--- src/rtl/coffee_pkg.sv ---
// Shared types and constants for the COFFEE front-panel controls.
// Run states are also the LED encoding exported on button_ctl.state.
package coffee_pkg;

    typedef enum logic [1:0] {
        ST_RESET = 2'd0,
        ST_HALT  = 2'd1,
        ST_RUN   = 2'd2,
        ST_STEP  = 2'd3
    } run_state_t;

    localparam int BTN_RUN  = 0;
    localparam int BTN_RST  = 1;
    localparam int BTN_STEP = 2;
    localparam int NUM_BTN  = 3;

    // Counter width able to hold 0..n-1, never narrower than one bit.
    function automatic int cnt_width(input int n);
        return (n > 1) ? $clog2(n) : 1;
    endfunction

endpackage

--- src/rtl/debounce.sv ---
// One active-low push button: 2-FF synchroniser, debounce counter and a
// registered single-cycle press pulse on each accepted 1->0 transition.
module debounce
    import coffee_pkg::*;
#(
    parameter int DEBOUNCE_CYCLES = 500000
) (
    input  logic clk,
    input  logic rst,
    input  logic btn_n,
    output logic press
);

    localparam int CW = cnt_width(DEBOUNCE_CYCLES);
    localparam logic [CW-1:0] CNT_LAST = CW'(DEBOUNCE_CYCLES - 1);

    logic          sync1_reg;
    logic          sync2_reg;
    logic          stable_reg;
    logic          press_reg;
    logic [CW-1:0] cnt_reg;

    always_ff @(posedge clk or posedge rst) begin
        if (rst) begin
            sync1_reg  <= 1'b1;
            sync2_reg  <= 1'b1;
            stable_reg <= 1'b1;
            press_reg  <= 1'b0;
            cnt_reg    <= '0;
        end else begin
            sync1_reg <= btn_n;
            sync2_reg <= sync1_reg;
            press_reg <= 1'b0;
            if (sync2_reg == stable_reg) begin
                cnt_reg <= '0;
            end else if (cnt_reg == CNT_LAST) begin
                // Level held long enough: accept it; only a press is an event.
                stable_reg <= sync2_reg;
                cnt_reg    <= '0;
                press_reg  <= ~sync2_reg;
            end else begin
                cnt_reg <= cnt_reg + 1'b1;
            end
        end
    end

    assign press = press_reg;

endmodule

--- src/rtl/button_ctl.sv ---
// Front-panel run control: debounced buttons drive a RESET/HALT/RUN/STEP
// machine that produces the CPU/MMU reset and the halt (stall) request.
module button_ctl
    import coffee_pkg::*;
#(
    parameter int DEBOUNCE_CYCLES = 500000,
    parameter int RST_HOLD        = 16
) (
    input  logic       clk,
    input  logic       rst,
    input  logic [2:0] button,
    output logic       cpuRstN,
    output logic       haltReq,
    output logic [1:0] state
);

    localparam int HW = cnt_width(RST_HOLD);
    localparam logic [HW-1:0] HOLD_LAST = HW'(RST_HOLD - 1);

    logic [NUM_BTN-1:0] press;

    generate
        for (genvar gi = 0; gi < NUM_BTN; gi++) begin : g_btn
            debounce #(
                .DEBOUNCE_CYCLES(DEBOUNCE_CYCLES)
            ) u_debounce (
                .clk  (clk),
                .rst  (rst),
                .btn_n(button[gi]),
                .press(press[gi])
            );
        end
    endgenerate

    run_state_t    state_reg,    state_next;
    logic [HW-1:0] hold_cnt_reg, hold_cnt_next;
    logic          hold_arm_reg, hold_arm_next;
    logic          cpu_rst_n_reg, cpu_rst_n_next;
    logic          halt_req_reg,  halt_req_next;

    always_ff @(posedge clk or posedge rst) begin
        if (rst) begin
            state_reg     <= ST_RESET;
            hold_cnt_reg  <= '0;
            hold_arm_reg  <= 1'b0;
            cpu_rst_n_reg <= 1'b0;
            halt_req_reg  <= 1'b1;
        end else begin
            state_reg     <= state_next;
            hold_cnt_reg  <= hold_cnt_next;
            hold_arm_reg  <= hold_arm_next;
            cpu_rst_n_reg <= cpu_rst_n_next;
            halt_req_reg  <= halt_req_next;
        end
    end

    // The first edge after rst release acts as the RESET entry edge, so the
    // hold length matches a press-initiated reset (hold_arm gates counting).
    always_comb begin
        state_next    = state_reg;
        hold_cnt_next = '0;
        hold_arm_next = 1'b1;

        if (press[BTN_RST]) begin
            state_next = ST_RESET;
        end else begin
            unique case (state_reg)
                ST_RESET: begin
                    if (!hold_arm_reg) begin
                        hold_cnt_next = '0;
                    end else if (hold_cnt_reg == HOLD_LAST) begin
                        state_next = ST_HALT;
                    end else begin
                        hold_cnt_next = hold_cnt_reg + 1'b1;
                    end
                end
                ST_HALT: begin
                    if (press[BTN_RUN]) begin
                        state_next = ST_RUN;
                    end else if (press[BTN_STEP]) begin
                        state_next = ST_STEP;
                    end
                end
                ST_RUN: begin
                    if (press[BTN_RUN]) begin
                        state_next = ST_HALT;
                    end
                end
                ST_STEP: begin
                    state_next = ST_HALT;
                end
                default: begin
                    state_next = ST_RESET;
                end
            endcase
        end

        cpu_rst_n_next = (state_next != ST_RESET);
        halt_req_next  = (state_next == ST_RESET) || (state_next == ST_HALT);
    end

    assign cpuRstN = cpu_rst_n_reg;
    assign haltReq = halt_req_reg;
    assign state   = state_reg;

endmodule

--- config.mk ---
export PLATFORM = sky130hd
export DESIGN_NAME = button_ctl
export DESIGN_NICKNAME = d
export VERILOG_FILES = /design/src/rtl/coffee_pkg.sv /design/src/rtl/debounce.sv /design/src/rtl/button_ctl.sv
export SDC_FILE = /design/constraint.sdc
export NUM_CORES = 1
export LEC_CHECK = 0
export ABC_AREA = 0
export BUFFER_PORTS_ARGS = -buffer_cell sky130_fd_sc_hd__buf_2
export CAP_MARGIN = 20
export CORE_MARGIN = 2
export CORE_UTILIZATION = 50
export CTS_CLUSTER_DIAMETER = 50
export DETAILED_ROUTE_END_ITERATION = 10
export PLACE_DENSITY = 0.69
export SYNTH_ARGS = -nofsm -noshare
export SYNTH_HDL_FRONTEND = slang
export SYNTH_HIERARCHICAL = 1
export SYNTH_SLANG_ARGS = --single-unit
--- constraint.sdc ---
create_clock -name clk -period 1.5 [get_ports clk]
set_input_delay 0.15 -clock clk [delete_from_list [all_inputs] [get_ports clk]]
set_output_delay 0.15 -clock clk [all_outputs]
set_load 0.01 [all_outputs]
Yosys cells after proc, flatten, opt, wreduce, memory -nomap -nowiden
Cells that the tools add are included.
Cells by class
  add/sub/neg operators: 4
  equal/unequal tests: 11
  multiplexer cells: 23
  bitwise logic cells: 6
  reductions and logical operators: 7
Operator list (count)
  $mux W19: 6
  $add A19 B1 Y19 const B: 3
  $eq A19 B19 Y1 const B: 3
  $mux W4: 4
  $mux W2: 6
  $pmux W2 S4: 1
  $mux W1: 6
  $not A1 Y1: 6
  $reduce_and A2 Y1: 3
  $add A4 B1 Y4 const B: 1
  $eq A2 B1 Y1 const B: 2
  $eq A2 B2 Y1 const B: 2
  $eq A4 B4 Y1 const B: 1
  $logic_not A2 Y1: 2
  $eq A1 B1 Y1: 3
  $reduce_bool A2 Y1: 1
  $logic_or A1 B1 Y1: 1
Word-level totals
  bits in registers: 78
  input bits: 5
  output and inout bits: 4
  word-level logic and storage cells: 71

Longest topological paths before layout
Gate-level depths: netlist (run 1).
  depth after elaboration: 7
  depth in mapped cells: 6
  depth with buffers taken out: 5

Cells and area by module
The synthesis (run 1) kept the hierarchy.
Modules (own cells, without submodules)
  debounce: times used 3, cells each 108, area an instance 1157.4 um^2, seq. area each 579.3 um^2
  button_ctl: times used 1, cells each 30, area an instance 375.4 um^2, seq. area each 226.5 um^2

Worst setup path after synthesis (run 1)
No wires, ideal clock.
  path kind: reg-to-reg
  start: reg g_btn[0].u_debounce.cnt_reg[0]
  end: reg g_btn[0].u_debounce.cnt_reg[16]
  setup time: 0.128 ns
  arrival: 1.509 ns
  setup slack: -0.137 ns
  stages on the path, launching flop included: 6
  buffers on the path: 0
  clock period less this slack: 1.637 ns
  cells stage by stage: dfrtp_1 -> ha_1 -> nand3_1 -> or4_1 -> o21ai_1 -> a21oi_1
On the way
  cells in the longest elaborated chain, start to end: 3
  elaborated cells on any way between the ends: 4
Ends and longest elaborated chain
  start: declaration: RTL line debounce.sv:21  | logic [CW-1:0] cnt_reg;
  start signal: assignment: RTL line debounce.sv:42  | cnt_reg <= cnt_reg + 1'b1;
  $add A19 B1 Y19 / $eq A19 B19 Y1 (equally long branches): RTL line debounce.sv:42, debounce.sv:36
  $mux W19 *: RTL line debounce.sv:36  | end else if (cnt_reg == CNT_LAST) begin
  $mux W19 *: RTL line debounce.sv:34  | if (sync2_reg == stable_reg) begin
Every way passes the cells marked *; elsewhere a longest branch is shown, timed or not.
A chain may end at the register's enable or synchronous reset.

Worst setup path in the final report (run 1)
  start: reg g_btn[0].u_debounce.cnt_reg[14]
  end: reg g_btn[0].u_debounce.cnt_reg[18]
Same word-level chain as after synthesis.

==> metrics.txt, run 1 <==
final period utilization 106%; Final Max Slew Viols 0; top cells by area, synth dfrtp_1 44%, xnor2_1 8.4%, dfstp_2 6.8%, nor2_1 6.1%, nand4_4 3.3%; DR WL/cell 14.5 um; Global Route Usage Sum 20.8%; met1 Track Usage GR 27.1%; clk sinks approximately 80; Vias/cell 5.17; WHS 347 ps; post-synth top area cell dfrtp_1; WL final about 8400 um; Data arrival, critical path 1830 ps; Root Driver clkbuf_8; CTS tree yes; most used routing layer met2; Synth Register Bits 78; Final #Nets around 480; Post-synth EDFFs 0; ANT nets after route 0; Tmin final approximately 1600 ps; crit-path max cell delay 510 ps; syn avg cell area about 11 um2; Static Leakage 0.00225 uW; antenna violations before repair 0; final instance area around 5300 um2; met3 usage 2.88%; gpl congestion 0.835; max reg flops between 50 and 60; Int Power 2920 uW; clock latency on the worst-skew pair about 350 ps; Placed Area 4710 um2; num rows 31; synth cell count leaders 68 x dfrtp_1, 63 x nor2_1, 37 x xnor2_1; Iter 0 DRT Violations 94; met2 global-route usage roughly a third; Reg2Reg Setup Slack -100 ps; Async SR Flop Fraction between 90% and 100%; VDD IR max 0.447 mV; Layout Cells excl Fill 578; drt drc 0; placed cells 543; Area growth, synth to finish 37.0%; status complete, but fails checks; Initial Util roughly 52%; max frequency 626 MHz; DP HPWL 5700 um; Die Height 91.7 um; setup ws final -96.2 ps; Net Sw Frac 24.9%; area occupied by multi-input gates 2040 um2; Clock Tree Buf Depth 2; number of global-route vias before repair 3087; core footprint approximately 7400 um2; crit start category flop; post-route setup TNS -1790 ps; IO Pins 9; IO Port Bufs 8; largest net degree at the start of global routing 24; Yosys warning count 6; critical path, cell by cell buf_6 -> nand4_1 -> or4_4 -> o21ai_2 -> a21oi_1; Worst-path clk slew 90 ps; WP data required 1740 ps; Register Area between 1500 and 2000 um2; RSZ-0062 raised after global routing true; Sequential Power Share approximately 56%; share of cells above drive strength 1 ~44%; Syn Inst Count 354; critical path type reg2reg; H-tree depth 3; final setup violation count 57; fill cell count between 500 and 600; Distinct cells, synth 40; Max Cap Viol 0; clk_skew 11.8 ps; first-pass GRT wire length 14100 um; drt pass-1 iters 4; Overflow after GRT 0; routed vias around 3000; CP delay by family, top simple AND/OR/NAND/NOR gates; total CTS buffers 9; Synth top area share 44.2%; top-count cell post-synth dfrtp_1; Crit. End Element flop; post-synthesis sequential area ratio 51.1%; CP max-delay cell or4_4; NetSw between 900 and 1000 uW; Pwr per Cell Area 738 nW/um2; ys flop type dfrtp_1; Die Area 8410 um2; diode count 0; Worst Path Buf+Inv 1; syn_nets 363; Min-Delay Path Class in2async; synthesized cell area between 3000 and 4000 um2; worst-path fanout max 3; Fin. Hold Viols 0; Gate power share 6.6%; clock group share of total power roughly 38%; die width 91.7 um; Power, Total 3890 uW; failing checks negative setup slack
## power groups by stage
stage	registers (uW)	clock network (uW)	logic (uW)
4_1_cts	2170	1500	238
3_5_place_dp	2220	0	218
5_1_grt	2180	1610	286
2_1_floorplan	2220	0	120
6_report	2170	1460	255
3_3_place_gp	2210	0	212
## cell families (layout without fill, tap and decap cells)
kind of cell / after synthesis / after routing / synth area share, %
AOI/OAI and AO/OA: 28 / 28 / 5.27
xor gates and xnor gates: 43 / 43 / 9.79
adders and majority gates: 4 / 4 / 1.30
buffers and inverters: 20 / 145 / 2.24
DFF: 78 / 78 / 51.1
muxes: 7 / 7 / 1.92
other: 1 / 1 / 0.0975
and+or+nand+nor: 173 / 173 / 28.3
## routing by layer
| metal | vias to the layer above | wire length [um] | share of wire (%) |
|---|---|---|---|
| met4 | 0 | 103 | 1.2 |
| met5 | - | 0 | 0 |
| met3 | 9 | 148 | 1.8 |
| li1 | 1486 | - | - |
| met1 | 1468 | 3890 | 46 |
| met2 | 27 | 4270 | 51 |
## worst register-to-register path, cell delays in order, from the launching register on
cell and delay [ps]:
dfrtp_1 410, buf_6 120, nand4_1 210, or4_4 510
o21ai_2 150, a21oi_1 80
## final timing paths
| check | startpoint | to | cells past startpoint |
|---|---|---|---|
| max reg2reg | g_btn[0].u_debounce/cnt_reg[14] | g_btn[0].u_debounce/cnt_reg[18] | 5 |
| max in group asynchronous | rst | g_btn[0].u_debounce/sync2_reg | 4 |
| min in group clk | g_btn[2].u_debounce/sync1_reg | g_btn[2].u_debounce/sync2_reg | 0 |
| min | rst | hold_cnt_reg[0] | 3 |
| max | g_btn[0].u_debounce/cnt_reg[14] | g_btn[0].u_debounce/cnt_reg[18] | 5 |
| min reg2reg | g_btn[2].u_debounce/sync1_reg | g_btn[2].u_debounce/sync2_reg | 0 |
## final cells by class
cell class,instances,share of cell area [%]
clock inverters,6,0.855
clock buffers,10,2.61
inverters,17,1.21
repair buffers,112,17.0
well taps,99,2.35
flip-flops and latches,78,37.3
multi-input cells,256,38.6
## through the flow
step | util, % | worst slack [ps]
final | 71.5 | -96.2
after global routing | 71.5 | -159
after CTS | 69.0 | -50.8
after detailed placement | 63.9 | -153
after global placement | 63.9 | -80.5
after floorplan | - | -85.9
## layout by cell type, fill, tap and decap left out, types with 5 or more instances in the layout
master / instances
nor3_1: 9
buf_6: 11
nand4b_1: 9
nand3_2: 5
nor2_2: 21
clkbuf_8: 10
nor2_1: 41
xor2_1: 6
dfstp_2: 10
buf_2: 8
buf_4: 87
nor4_1: 9
or4_4: 6
a21oi_1: 10
nand3_1: 19
dfrtp_1: 66
xnor2_1: 36
inv_1: 17
nor4_2: 5
nand4_4: 6
nand2_1: 15
## timing repair
action | 4_1_cts | 5_1_grt
hold endpoints to repair | 60 | 0
hold buffers | 4 | 0
endpoints found under the setup margin | 56 | 57
cloned | 1 | 1
gates resized for setup | 20 | 35
buffers inserted | 7 | 6
pin swaps | 13 | 14
(Power assumes the default switching activity.)
==> run 2, diff against run 1 <==
--- a/config.mk
+++ b/config.mk
@@ -9,10 +9,12 @@
 export BUFFER_PORTS_ARGS = -buffer_cell sky130_fd_sc_hd__buf_2
 export CAP_MARGIN = 20
 export CORE_MARGIN = 2
-export CORE_UTILIZATION = 50
+export CORE_UTILIZATION = 58
+export CTS_BUF_LIST = sky130_fd_sc_hd__clkbuf_8
 export CTS_CLUSTER_DIAMETER = 50
 export DETAILED_ROUTE_END_ITERATION = 10
-export PLACE_DENSITY = 0.69
+export PLACE_DENSITY = 0.78
+export SLEW_MARGIN = 20
 export SYNTH_ARGS = -nofsm -noshare
 export SYNTH_HDL_FRONTEND = slang
 export SYNTH_HIERARCHICAL = 1
==> run 2 against run 1 <==
The flow still finishes with violations (negative setup slack). Design area is 1.1% lower. Sequential power is essentially flat. Clock power rose by 18%. Utilization grew 10 points. Combinational power is 2% higher. Setup slack worse by 100 ps. Global-route usage increased by 4.8 points. Cell count is 5.7% lower. Die area decreased by 13%. Sequential share of layout area is 0.43 points higher. Critical endpoint is now g_btn[0].u_debounce/cnt_reg[16]. Largest power group unchanged.
==> metrics.txt, run 2 (synthesis gave the netlist of run 1 again) <==
status complete, but fails checks (unchanged); failing checks negative setup slack (unchanged); Root Driver clkbuf_8 (unchanged); IO Port Bufs 8 (unchanged); core footprint 6390 um2 (was 7370 um2); worst flop-to-flop path startpoint g_btn[0].u_debounce/cnt_reg[11] (was g_btn[0].u_debounce/cnt_reg[14]); max frequency 588 MHz (was 626 MHz); Data arrival, critical path 1930 ps (was 1830 ps); utilization of the core after routing 81.6% (was 71.5%); Global Route Usage Sum 25.6% (was 20.8%); IO Pins 9 (unchanged); VDD IR max 0.758 mV (was 0.447 mV); Tmin final 1700 ps (was 1600 ps); Area growth, synth to finish 35.4% (was 37.0%); Max Cap Viol 0 (unchanged); ANT nets after route 0 (unchanged); clk sinks 78 (unchanged); CP max-delay cell dfrtp_1 (was or4_4); clk_skew 5.86 ps (was 11.8 ps); critical path type reg2reg (unchanged); Min-Delay Path Class in2async (unchanged); Vias/cell 5.68 (was 5.17); RSZ-0062 raised after global routing true (unchanged); Crit. End Element flop (unchanged); worst-path fanout max 5 (was 3); crit start category flop (unchanged); drt drc 0 (unchanged); number of global-route vias before repair 3213 (was 3087); die width 85.4 um (was 91.7 um); Final Max Slew Viols 0 (unchanged); CTS tree yes (unchanged); crit-path max cell delay 390 ps (was 510 ps); Worst Path Buf+Inv 2 (was 1); num rows 29 (was 31); DR WL/cell 16.1 um (was 14.5 um); WP data required 1730 ps (was 1740 ps); clock latency on the worst-skew pair 350 ps (about the same); worst reg2reg endpoint g_btn[0].u_debounce/cnt_reg[16] (was g_btn[0].u_debounce/cnt_reg[18]); max reg flops 57 (unchanged); Die Area 7300 um2 (was 8410 um2); Initial Util 60.2% (was 52.2%); Die Height 85.4 um (was 91.7 um); Pwr per Cell Area 800 nW/um2 (was 738 nW/um2); antenna violations before repair 0 (unchanged); largest net degree at the start of global routing 24 (unchanged); WL final 8790 um (was 8410 um); diode count 0 (unchanged); Iter 0 DRT Violations 193 (was 94); post-route setup TNS -5750 ps (was -1790 ps); drt pass-1 iters 6 (was 4); final period utilization 113% (was 106%); worst r2r path cells 6 (was 5); Final #Nets 472 (was 483); total CTS buffers 9 (unchanged); Worst-path clk slew 80 ps (was 90 ps); Static Leakage 0.00216 uW (was 0.00225 uW); H-tree depth 3 (unchanged); first-pass GRT wire length 14500 um (was 14100 um); CP delay by family, top simple AND/OR/NAND/NOR gates (unchanged); final setup violation count 57 (unchanged); Clock Tree Buf Depth 2 (unchanged); DP HPWL 5880 um (was 5700 um); commonest non-fill, non-tap cell in the layout buf_4 (unchanged); setup ws final -200 ps (was -96.2 ps); gpl congestion 0.866 (was 0.835); Overflow after GRT 0 (unchanged); share of cells above drive strength 1 46.4% (was 43.6%); Reg2Reg Setup Slack -200 ps (was -100 ps); most frequent cells in the layout 80 x buf_4, 66 x dfrtp_1, 37 x xnor2_1 (was 87 x buf_4, 66 x dfrtp_1, 41 x nor2_1); critical path, cell by cell nor4bb_2 -> buf_4 -> nand4b_1 -> o21bai_4 -> buf_6 -> a21oi_1 (was buf_6 -> nand4_1 -> or4_4 -> o21ai_2 -> a21oi_1); Fin. Hold Viols 0 (unchanged); routed vias 3094 (was 2990)
-- run 2: cell count changes in the layout (fill, tap and decap cells not counted), moves of 3 or more --
cell	change
clkinv_4	-3
buf_6	-4
nor2_1	-22
nor2_2	+14
nor2_4	+8
nor4bb_2	+3
buf_4	-7
-- run 2: tightest hold or removal path: stages --
cell           delay, ps
dlygate4sd3_1        530
buf_2                150
inv_1                260
-- run 2: worst max-delay path by stage --
| stage | start | end | slack [ps] | cells past startpoint |
|---|---|---|---|---|
| after global placement | g_btn[0].u_debounce/cnt_reg[11] | g_btn[0].u_debounce/stable_reg | -120 | 5 |
| after global routing | g_btn[0].u_debounce/cnt_reg[11] | g_btn[0].u_debounce/cnt_reg[16] | -300 | 6 |
| after detailed placement | g_btn[0].u_debounce/cnt_reg[11] | g_btn[0].u_debounce/stable_reg | -150 | 5 |
| after floorplan | g_btn[0].u_debounce/cnt_reg[0] | g_btn[0].u_debounce/stable_reg | -90 | 5 |
| final | g_btn[0].u_debounce/cnt_reg[11] | g_btn[0].u_debounce/cnt_reg[16] | -200 | 6 |
| after CTS | g_btn[0].u_debounce/cnt_reg[14] | g_btn[0].u_debounce/stable_reg | -130 | 5 |
-- run 2: power breakdown --
group	internal (uW)	switching, uW	leakage (uW)
registers	2140	34.6	0.00104
clock network	976	753	0.000108
logic	113	148	0.00101
total	3230	936	0.00216
-- run 2: timing repair --
item,4_1_cts,5_1_grt
resized for setup,41,37
gates cloned,1,1
setup endpoints to repair,56,59
hold endpoints to repair,71,0
pin swaps,18,12
setup buffers,0,1
hold buffers,4,0
-- run 2: layout make-up --
type,instances,area [um2]
Clock buffer,10,138
Clock inverter,6,85.1
Fill cell,363,1180
Inverter,17,63.8
Multi-Input combinational cell,256,2070
Sequential cell,78,1970
Tap cell,77,96.3
Timing Repair Buffer,101,790
-- run 2: per-layer routing --
metal | wire (um) | track usage (%) | share of wire (%)
met5 | 0 | 0 | 0
met4 | 229 | 11.1 | 2.6
met3 | 306 | 7.00 | 3.5
met2 | 4540 | 43.0 | 52
met1 | 3710 | 30.9 | 42
-- run 2: through the flow --
step	hold slack (ps)	total power (uW)	setup WS, ps	instance area [um2]	std cells
floorplan	-22.8	2340	-85.9	3920	354
global placement	163	2410	-116	4660	522
detailed placement	160	2420	-153	4660	522
CTS	322	4190	-131	5070	543
global route	362	4360	-300	5210	545
finish	344	4170	-200	5210	545
==> run 3, diff against run 2 <==
--- a/config.mk
+++ b/config.mk
@@ -9,11 +9,10 @@
 export BUFFER_PORTS_ARGS = -buffer_cell sky130_fd_sc_hd__buf_2
 export CAP_MARGIN = 20
 export CORE_MARGIN = 2
-export CORE_UTILIZATION = 58
-export CTS_BUF_LIST = sky130_fd_sc_hd__clkbuf_8
+export CORE_UTILIZATION = 56
 export CTS_CLUSTER_DIAMETER = 50
 export DETAILED_ROUTE_END_ITERATION = 10
-export PLACE_DENSITY = 0.78
+export PLACE_DENSITY = 0.75
 export SLEW_MARGIN = 20
 export SYNTH_ARGS = -nofsm -noshare
 export SYNTH_HDL_FRONTEND = slang
==> run 3 against run 2 <==
The run still ends with negative setup slack left. Maximum frequency grew 2.2%. First-iteration DRC count shrank 22%. Design area shrank 1.3%. Clock skew grew 4.6 ps. Critical path type unchanged. Die area grew 3.4%.
==> metrics.txt, run 3 (synthesis gave the netlist of run 1 again) <==
failing checks negative setup slack (unchanged); DR WL/cell 15.6 um (was 16.1 um); clk_skew 10.5 ps (was 5.86 ps); die width 86.9 um (was 85.4 um); ANT nets after route 0 (unchanged); Max Cap Viol 0 (unchanged); gpl congestion 0.819 (was 0.866); num rows 30 (was 29); Data arrival, critical path 1940 ps (was 1930 ps); WL final 8540 um (was 8790 um); fill cell count 420 (was 363); WP data required 1770 ps (was 1730 ps); setup ws final -164 ps (was -200 ps); final setup violation count 56 (was 57); Power, Total 3850 uW (was 4170 uW); Die Area 7550 um2 (was 7300 um2); Fin. Hold Viols 0 (unchanged); area occupied by multi-input gates 2040 um2 (was 2070 um2); DP HPWL 5870 um (was 5880 um); Final #Nets 473 (was 472); H-tree depth 3 (unchanged); Root Driver clkbuf_8 (unchanged); clk sinks 78 (unchanged); core footprint 6720 um2 (was 6390 um2); Final Max Slew Viols 0 (unchanged); Static Leakage 0.00216 uW (about the same); routed vias 3034 (was 3094); Initial Util 57.3% (was 60.2%); Area growth, synth to finish 33.6% (was 35.4%); largest net degree at the start of global routing 24 (unchanged); antenna violations before repair 0 (unchanged); drt drc 0 (unchanged); Iter 0 DRT Violations 150 (was 193); Register Area 1960 um2 (was 1970 um2); most frequent cells in the layout 81 x buf_4, 68 x dfrtp_1, 37 x xnor2_1 (was 80 x buf_4, 66 x dfrtp_1, 37 x xnor2_1); first-pass GRT wire length 14400 um (was 14500 um); VDD IR max 0.846 mV (was 0.758 mV); critical path type reg2reg (unchanged); worst-path fanout max 2 (was 5); CTS tree yes (unchanged); Min-Delay Path Class in2async (unchanged); Global Route Usage Sum 24.7% (was 25.6%); diode count 0 (unchanged); Overflow after GRT 0 (unchanged); clock latency on the worst-skew pair 350 ps (about the same); share of cells above drive strength 1 42.6% (was 46.4%); max reg flops 57 (unchanged); status complete, but fails checks (unchanged); Die Height 86.9 um (was 85.4 um); final period utilization 111% (was 113%); RSZ-0062 raised after global routing true (unchanged); Tmin final 1660 ps (was 1700 ps); Worst-path clk slew 80 ps (about the same); IO Port Bufs 8 (unchanged); total CTS buffers 9 (unchanged); Pwr per Cell Area 748 nW/um2 (was 800 nW/um2); commonest non-fill, non-tap cell in the layout buf_4 (unchanged); Crit. End Element flop (unchanged); worst flop-to-flop path startpoint g_btn[1].u_debounce/cnt_reg[11] (was g_btn[0].u_debounce/cnt_reg[11]); crit start category flop (unchanged); WHS 345 ps (was 344 ps); drt pass-1 iters 4 (was 6); max frequency 601 MHz (was 588 MHz); Vias/cell 5.53 (was 5.68); IO Pins 9 (unchanged); number of global-route vias before repair 3120 (was 3213); crit path from g_btn[1].u_debounce/cnt_reg[11] (was g_btn[0].u_debounce/cnt_reg[11]); Clock Tree Buf Depth 2 (unchanged)
[run 3: changes by cell type in the layout (fill, tap and decap cells not counted), moves of 2 or more]
cell	change
nand3_2	-2
nor2_4	-4
dfrtp_2	-2
nand3_4	+2
nor4_1	-2
nor2_1	+17
dfrtp_1	+2
nor2_2	-13
nor4_2	+2
bufinv_16	-2
[run 3: area by class of cell]
cell class	instances	share of cell area, %
Clock buffer	11	2.75
Clock inverter	5	0.657
Inverter	17	1.24
Multi-Input combinational cell	256	39.6
Sequential cell	78	38.2
Tap cell	80	1.95
Timing Repair Buffer	102	15.6
[run 3: metal layers]
layer  up-vias  part of all wire, %  global-route usage (%)
li1       1464                    -                       -
met1      1493                   43                    30.0
met2        56                   52                    42.1
met3        21                  2.9                    5.78
met4         0                  2.5                    10.1
met5         -                    0                       0
[run 3: final timing paths]
check	endpoint	slack (ps)	cells past startpoint
min reg2reg	g_btn[2].u_debounce/sync2_reg	360	0
min	hold_arm_reg	350	3
max in group asynchronous	g_btn[1].u_debounce/sync1_reg	760	4
max reg2reg	g_btn[1].u_debounce/stable_reg	-160	5
min in group clk	g_btn[2].u_debounce/sync2_reg	360	0
max	g_btn[1].u_debounce/stable_reg	-160	5
[run 3: report_power, final]
group	total, uW	internal [uW]	switching, uW
sequential	2180	2140	37.5
clock	1420	646	771
combinational	250	111	139
[run 3: through the flow]
step	setup WS (ps)	std cells	instance area [um2]	setup TNS, ps	utilization, %
2_1_floorplan	-85.9	354	3920	-1940	-
3_3_place_gp	-93.7	523	4660	-1130	69.4
3_5_place_dp	-169	523	4660	-3160	69.4
4_1_cts	-148	547	5030	-3590	74.9
5_1_grt	-224	549	5140	-8670	76.5
6_report	-164	549	5140	-5660	76.5
[run 3: timing repair]
action | 4_1_cts | 5_1_grt
endpoints found under the setup margin | 58 | 58
hold endpoints to repair | 71 | 0
gates resized for setup | 33 | 24
setup buffers | 2 | 2
gates cloned | 2 | 0
pin swaps | 16 | 6
hold buffers | 4 | 0
[run 3: critical path: stages (launching register included)]
cell and delay (ps):
dfrtp_1 390, nor4bb_2 320, buf_4 170, nand4b_1 200, nor2_2 200, mux2_4 310
